`src/rtl/round_judge_pkg.sv`:
```
// round_judge_pkg: shared types and helpers for the round_judge game block.
//   state_e    : FSM state encoding (IDLE/GAP/SHOW/OVER)
//   LFSR_TAPS  : feedback mask for the 8-bit Fibonacci LFSR (taps 8,6,5,4)
//   PAT_NONE   : blank pattern shown between rounds
//   lfsr_step  : one LFSR shift
//   pat_onehot : 2-bit index -> one-hot finger pattern
package round_judge_pkg;

   typedef enum logic [1:0] {
      ST_IDLE = 2'd0,
      ST_GAP  = 2'd1,
      ST_SHOW = 2'd2,
      ST_OVER = 2'd3
   } state_e;

   // Taps 8,6,5,4 map to bits 7,5,4,3.
   localparam logic [7:0] LFSR_TAPS = 8'hB8;
   localparam logic [3:0] PAT_NONE  = 4'b0000;

   function automatic logic [7:0] lfsr_step(input logic [7:0] q);
      return {q[6:0], ^(q & LFSR_TAPS)};
   endfunction

   function automatic logic [3:0] pat_onehot(input logic [1:0] sel);
      return 4'b0001 << sel;
   endfunction

endpackage

```
`src/rtl/round_judge_btn_sync.sv`:
```
// round_judge_btn_sync: W-bit two-flop synchroniser with rising-edge detect.
//   clk_i  : system clock
//   res_i  : synchronous active-high reset, clears all stages
//   d_i    : asynchronous inputs
//   rise_o : one-clk pulse per 0->1 transition of each bit
module round_judge_btn_sync #(
   parameter int unsigned W = 4
) (
   input  logic         clk_i,
   input  logic         res_i,
   input  logic [W-1:0] d_i,
   output logic [W-1:0] rise_o
);

   logic [W-1:0] s1_q, s2_q, s3_q;

   always_ff @(posedge clk_i) begin
      if (res_i) begin
         s1_q <= '0;
         s2_q <= '0;
         s3_q <= '0;
      end else begin
         s1_q <= d_i;
         s2_q <= s1_q;
         s3_q <= s2_q;
      end
   end

   // s3 is only an edge-history flop; s2 is the first metastability-safe stage.
   assign rise_o = s2_q & ~s3_q;

endmodule

```
`src/rtl/round_judge.sv`:
```
// round_judge: runs game rounds for the scoreboard display.
// Shows a one-hot target pattern, judges the first finger press as hit/miss,
// keeps score and miss count, and strobes C_o whenever displayed data changes.
//   clk_i     : system clock
//   res_i     : synchronous active-high reset
//   tick_i    : one-clk time-base strobe for gap/window timing
//   start_i   : level; rising edge starts a game from IDLE or OVER
//   btn_i     : raw finger buttons (asynchronous, active-high)
//   pattern_o : target pattern, one-hot in SHOW, 0 otherwise
//   score_o   : score, saturates at MAX_SCORE
//   C_o       : one-clk latch strobe for the display
//   misses_o  : misses in the current game
//   over_o    : high while the game is over
module round_judge
   import round_judge_pkg::*;
#(
   parameter int unsigned WINDOW_TICKS = 16,
   parameter int unsigned GAP_TICKS    = 4,
   parameter int unsigned MAX_MISSES   = 3,
   parameter int unsigned MAX_SCORE    = 99,
   parameter logic [7:0]  LFSR_SEED    = 8'hA5
) (
   input  logic       clk_i,
   input  logic       res_i,
   input  logic       tick_i,
   input  logic       start_i,
   input  logic [3:0] btn_i,
   output logic [3:0] pattern_o,
   output logic [7:0] score_o,
   output logic       C_o,
   output logic [3:0] misses_o,
   output logic       over_o
);

   logic [3:0] press;
   logic [0:0] start_rise;

   round_judge_btn_sync #(.W(4)) u_btn_sync (
      .clk_i  (clk_i),
      .res_i  (res_i),
      .d_i    (btn_i),
      .rise_o (press)
   );

   round_judge_btn_sync #(.W(1)) u_start_sync (
      .clk_i  (clk_i),
      .res_i  (res_i),
      .d_i    (start_i),
      .rise_o (start_rise)
   );

   state_e     state_q, state_d;
   logic [7:0] timer_q, timer_d;
   logic [7:0] lfsr_q, lfsr_d;
   logic [3:0] pat_q, pat_d;
   logic [7:0] score_q, score_d;
   logic [3:0] misses_q, misses_d;
   logic       c_q, c_d;

   // 9-bit so the compare against the tick limits cannot overflow.
   logic [8:0] timer_inc;
   logic [7:0] timer_sat;
   logic [3:0] misses_inc;
   logic       do_miss;

   assign timer_inc  = {1'b0, timer_q} + 9'd1;
   assign timer_sat  = (timer_q == 8'hFF) ? timer_q : timer_q + 8'd1;
   assign misses_inc = misses_q + 4'd1;

   always_comb begin
      state_d  = state_q;
      timer_d  = timer_q;
      lfsr_d   = lfsr_q;
      pat_d    = pat_q;
      score_d  = score_q;
      misses_d = misses_q;
      c_d      = 1'b0;
      do_miss  = 1'b0;

      unique case (state_q)
         ST_IDLE, ST_OVER: begin
            pat_d = PAT_NONE;
            if (start_rise[0]) begin
               lfsr_d   = LFSR_SEED;
               score_d  = '0;
               misses_d = '0;
               timer_d  = '0;
               c_d      = 1'b1;
               state_d  = ST_GAP;
            end
         end
         ST_GAP: begin
            pat_d = PAT_NONE;
            if (tick_i) begin
               if (timer_inc >= 9'(GAP_TICKS)) begin
                  pat_d   = pat_onehot(lfsr_q[1:0]);
                  lfsr_d  = lfsr_step(lfsr_q);
                  timer_d = '0;
                  c_d     = 1'b1;
                  state_d = ST_SHOW;
               end else begin
                  timer_d = timer_sat;
               end
            end
         end
         ST_SHOW: begin
            // Press is checked first so a press on the final tick is judged.
            if (press != 4'b0000) begin
               if (press == pat_q) begin
                  if (score_q < 8'(MAX_SCORE))
                     score_d = score_q + 8'd1;
                  pat_d   = PAT_NONE;
                  timer_d = '0;
                  c_d     = 1'b1;
                  state_d = ST_GAP;
               end else begin
                  do_miss = 1'b1;
               end
            end else if (tick_i) begin
               if (timer_inc >= 9'(WINDOW_TICKS))
                  do_miss = 1'b1;
               else
                  timer_d = timer_sat;
            end
         end
         default: state_d = ST_IDLE;
      endcase

      if (do_miss) begin
         misses_d = misses_inc;
         pat_d    = PAT_NONE;
         timer_d  = '0;
         c_d      = 1'b1;
         state_d  = (misses_inc == 4'(MAX_MISSES)) ? ST_OVER : ST_GAP;
      end
   end

   always_ff @(posedge clk_i) begin
      if (res_i) begin
         state_q  <= ST_IDLE;
         timer_q  <= '0;
         lfsr_q   <= LFSR_SEED;
         pat_q    <= PAT_NONE;
         score_q  <= '0;
         misses_q <= '0;
         c_q      <= 1'b0;
      end else begin
         state_q  <= state_d;
         timer_q  <= timer_d;
         lfsr_q   <= lfsr_d;
         pat_q    <= pat_d;
         score_q  <= score_d;
         misses_q <= misses_d;
         c_q      <= c_d;
      end
   end

   assign pattern_o = pat_q;
   assign score_o   = score_q;
   assign C_o       = c_q;
   assign misses_o  = misses_q;
   assign over_o    = (state_q == ST_OVER);

endmodule

```
`config.mk`:
```
export PLATFORM = sky130hd
export DESIGN_NAME = round_judge
export DESIGN_NICKNAME = d
export VERILOG_FILES = /design/src/rtl/round_judge_pkg.sv /design/src/rtl/round_judge_btn_sync.sv /design/src/rtl/round_judge.sv
export SDC_FILE = /design/constraint.sdc
export NUM_CORES = 1
export LEC_CHECK = 0
export CORE_ASPECT_RATIO = 1.25
export CORE_MARGIN = 2
export CORE_UTILIZATION = 35
export CTS_CLUSTER_SIZE = 8
export DETAILED_ROUTE_END_ITERATION = 8
export HOLD_SLACK_MARGIN = 0.08
export PLACE_DENSITY_LB_ADDON = 0.15
export SLEW_MARGIN = 20
export SYNTH_ARGS = -nofsm -noshare
export SYNTH_HDL_FRONTEND = slang
export SYNTH_SLANG_ARGS = --single-unit
```
`constraint.sdc`:
```
create_clock -name clk_i -period 3.1 [get_ports clk_i]
set_clock_uncertainty 0.05 [all_clocks]
set_input_delay 0.93 -clock clk_i [delete_from_list [all_inputs] [get_ports clk_i]]
set_output_delay 0.93 -clock clk_i [all_outputs]
set_load 0.02 [all_outputs]
```
==> flow_summary.ini <==
[run_status]
status = finished, final reports clean

[clock_network]
numCtsBuffers = 5
cts_buffer_depth = 2
cts.sink_count = 50
cts_tree = yes
path_clk_slew_ns = 0.10
cts_hold_buf = 0
clockRootBuffer = clkbuf_8
cts-resized-gates = 0
cts_max_level = 2
post_cts_buffers = 0
insertion_delay_ns = 0.31

[final_layout]
drive_gt1_share_pct = 10.7
layout.nets = 308
layout.cells.non_filler = 381
diodes = 0
syn_to_final_growth_pct = 17.9

[critical_path]
critPathTopFamily = compound AO/OA/AOI/OAI gates
cp_slowest_cell = dfxtp_1
crit_path_start_kind = flip-flop
critical_path_buf_inv_count = 0
crit_arrival_ns = 2.67
endpoint_kind = flip-flop
crit_path_cell_trace = ha_1, and4_1, and4bb_4, o211ai_4, a21oi_4, o31a_1, mux2_4
path_max_fanout = 9
r2r-start = timer_q[0]
reg2reg_depth = 7
reg2reg_to = state_q[0]
r2r_slack_ns = 0.59
worstPathRequired_ns = 3.26
slowest_delay_ns = 0.52
criticalPathCategory = flip-flop to flip-flop

[hold_path]
hold_class = flip-flop to flip-flop
whs_endpoint = u_btn_sync.s2_q[1]
whs_path_depth = 1
min_from = u_btn_sync.s1_q[1]

[placement]
placedCellCount = 373
portBuffers = 25
post-dp-hpwl_mm = 3.74
place.gp.congestion = 0.787

[yosys]
syn_avg_cell_area_sq_um = 9.39
syn-cell-area_sq_um = 2470
ys_types = 63
ys_ff_latch = 50
synth-main-ff-cell = dfxtp_1
syn_nets = 281
ys_seq_area_share_pct = 40.5
synthArstFlopShare_pct = 0
yosys_warnings = 0
synth-edff-count = 0
netlist_instances = 263

[sta]
fin_crit_ns = 2.51
tns_ns = 0
finalHoldViolCount = 0
grt_setup_unrepaired = no
setup_viol = 0
tightest_slew_ns = 0.616
maxSlewHeadroom_pct = 58.4
slew_violations = 0
period_share_pct = 80.8
max_freq_mhz = 399

[routing]
routedWlPerCell_um = 13.3
vias_per_cell = 5.20
drt_iter0_drc = 91
antenna_left = 0
drc = 0
wl_mm = 5.06
num_vias = 1981
drtPass1Iterations = 4

[flow_run]
maxCapViolCount = 0

[floorplanning]
die_x_um = 79.1
io_pins = 26
rows = 34
die-area_sq_um = 7740
core_area_sq_um = 6890
die_h_um = 97.9
start_util_pct = 35.8

[grt]
grt_pass1_wl_mm = 8.65
antenna_found_initial = 0
grt_use_total_pct = 13.9
grt_max_degree = 21
grt_pass1_vias = 1825
grt_overflow_total = 0

[power_and_ir_drop]
power_density_nw_per_um2 = 485
p_leak_nw = 1.03
peakVddDrop_uv = 179
p_total_w = 0.00141
per-layer routing:
| layer | wire length, um | global-route usage (%) | up-vias |
|---|---|---|---|
| li1 | - | - | 1008 |
| met1 | 2440 | 17.7 | 926 |
| met2 | 2340 | 22.2 | 39 |
| met3 | 165 | 3.23 | 8 |
| met4 | 106 | 6.10 | 0 |
| met5 | 0 | 0 | - |
stage by stage:
stage / hold WS (ns) / instance area, sq um / util [%] / setup WS, ns
5_1_grt: 0.412 / 2910 / 42.2 / 0.449
3_5_place_dp: 0.375 / 2810 / 40.8 / 0.281
4_1_cts: 0.401 / 2910 / 42.2 / 0.593
3_3_place_gp: 0.370 / 2810 / 40.8 / 0.313
2_1_floorplan: 0.364 / 2470 / - / 0.891
6_report: 0.396 / 2910 / 42.2 / 0.595
worst max path at each step:
stage,slack (ns),end,depth (start not counted),from
finish,0.59,state_q[0],7,timer_q[0]
global placement,0.31,timer_q[4],7,tick_i
CTS,0.59,over_o,2,state_q[1]
global route,0.45,timer_q[1],7,tick_i
floorplan,0.89,state_q[0],7,timer_q[0]
detailed placement,0.28,timer_q[7],7,tick_i
flip-flops by register name (all words and copies together) (netlist names):
register / count
lfsr_q: 8
score_o: 8
timer_q: 8
misses_o: 4
pattern_o: 4
u_btn_sync.s1_q: 4
u_btn_sync.s2_q: 4
u_btn_sync.s3_q: 4
state_q: 2
C_o: 1
u_start_sync.s1_q: 1
u_start_sync.s2_q: 1
u_start_sync.s3_q: 1
power by group:
part / internal, W / switching [W]
Combinational: 0.000131 / 0.000176
Clock: 0.000169 / 0.000244
Sequential: 0.000668 / 0.0000226
Yosys cell counts, types with 2 or more instances:
| library cell | n | area [sq um] |
|---|---|---|
| dfxtp_1 | 50 | 1000 |
| nor2_1 | 17 | 63.8 |
| o21bai_1 | 4 | 30.0 |
| o31a_1 | 2 | 17.5 |
| and2b_1 | 4 | 30.0 |
| o31ai_1 | 2 | 15.0 |
| nor2b_1 | 21 | 131 |
| a21oi_1 | 17 | 85.1 |
| a211oi_1 | 3 | 22.5 |
| ha_1 | 10 | 125 |
| or3_1 | 5 | 31.3 |
| o22ai_1 | 2 | 12.5 |
| inv_1 | 6 | 22.5 |
| a211o_1 | 2 | 17.5 |
| nand2b_1 | 2 | 12.5 |
| nand3_1 | 10 | 50.1 |
| xnor2_1 | 8 | 70.1 |
| o21a_1 | 2 | 15.0 |
| nand2_1 | 14 | 52.6 |
| o21ai_0 | 8 | 40.0 |
| and2_1 | 8 | 50.1 |
| a22oi_1 | 4 | 30.0 |
| nor3b_1 | 2 | 15.0 |
| nor3_1 | 7 | 35.0 |
| clkbuf_1 | 5 | 18.8 |
| nand4_1 | 7 | 43.8 |
| a22o_1 | 4 | 35.0 |
| nand3b_1 | 2 | 15.0 |
kinds of logic (layout without fill, tap and decap cells):
| group | Yosys count | count (layout) | synth area share, % |
|---|---|---|---|
| AOI/OAI and AO/OA | 68 | 68 | 21.9 |
| xor gates and xnor gates | 8 | 8 | 2.84 |
| adders and majority gates | 10 | 10 | 5.07 |
| buffers and inverters | 13 | 41 | 2.28 |
| DFF | 50 | 50 | 40.5 |
| muxes | 3 | 3 | 1.47 |
| and+or+nand+nor | 111 | 111 | 25.9 |
layout make-up:
type                            instances  area [sq um]
Clock inverter                          3          28.8
Tap cell                               90           113
Clock buffer                            5          68.8
Inverter                                6          22.5
Fill cell                             736          3980
Sequential cell                        50          1000
Timing Repair Buffer                   27           265
Multi-Input combinational cell        200          1410
cells in the final DEF (no fill, tap or decap), types with 2 or more instances in the layout:
cell	instances
o31ai_1	2
xnor2_1	8
and2b_1	4
nand3b_1	2
a211o_1	2
clkdlybuf4s50_1	25
ha_1	10
dfxtp_1	50
nand2b_1	2
buf_4	2
o21bai_1	4
inv_1	6
or3_1	5
o22ai_1	2
clkbuf_8	5
nor3_1	7
and2_1	8
nor2b_1	21
o21ai_0	8
o31a_1	2
a21oi_1	17
nand4_1	7
nand2_1	14
a22oi_1	4
o21a_1	2
a211oi_1	3
a22o_1	4
nand3_1	10
nor3b_1	2
nor2_1	17
worst reg2reg max path, cell delays in order (launching register included):
cell and delay (ns):
dfxtp_1 0.52, ha_1 0.34, and4_1 0.27, and4bb_4 0.27
o211ai_4 0.16, a21oi_4 0.30, o31a_1 0.20, mux2_4 0.29
Power figures use the tool's default switching activity.
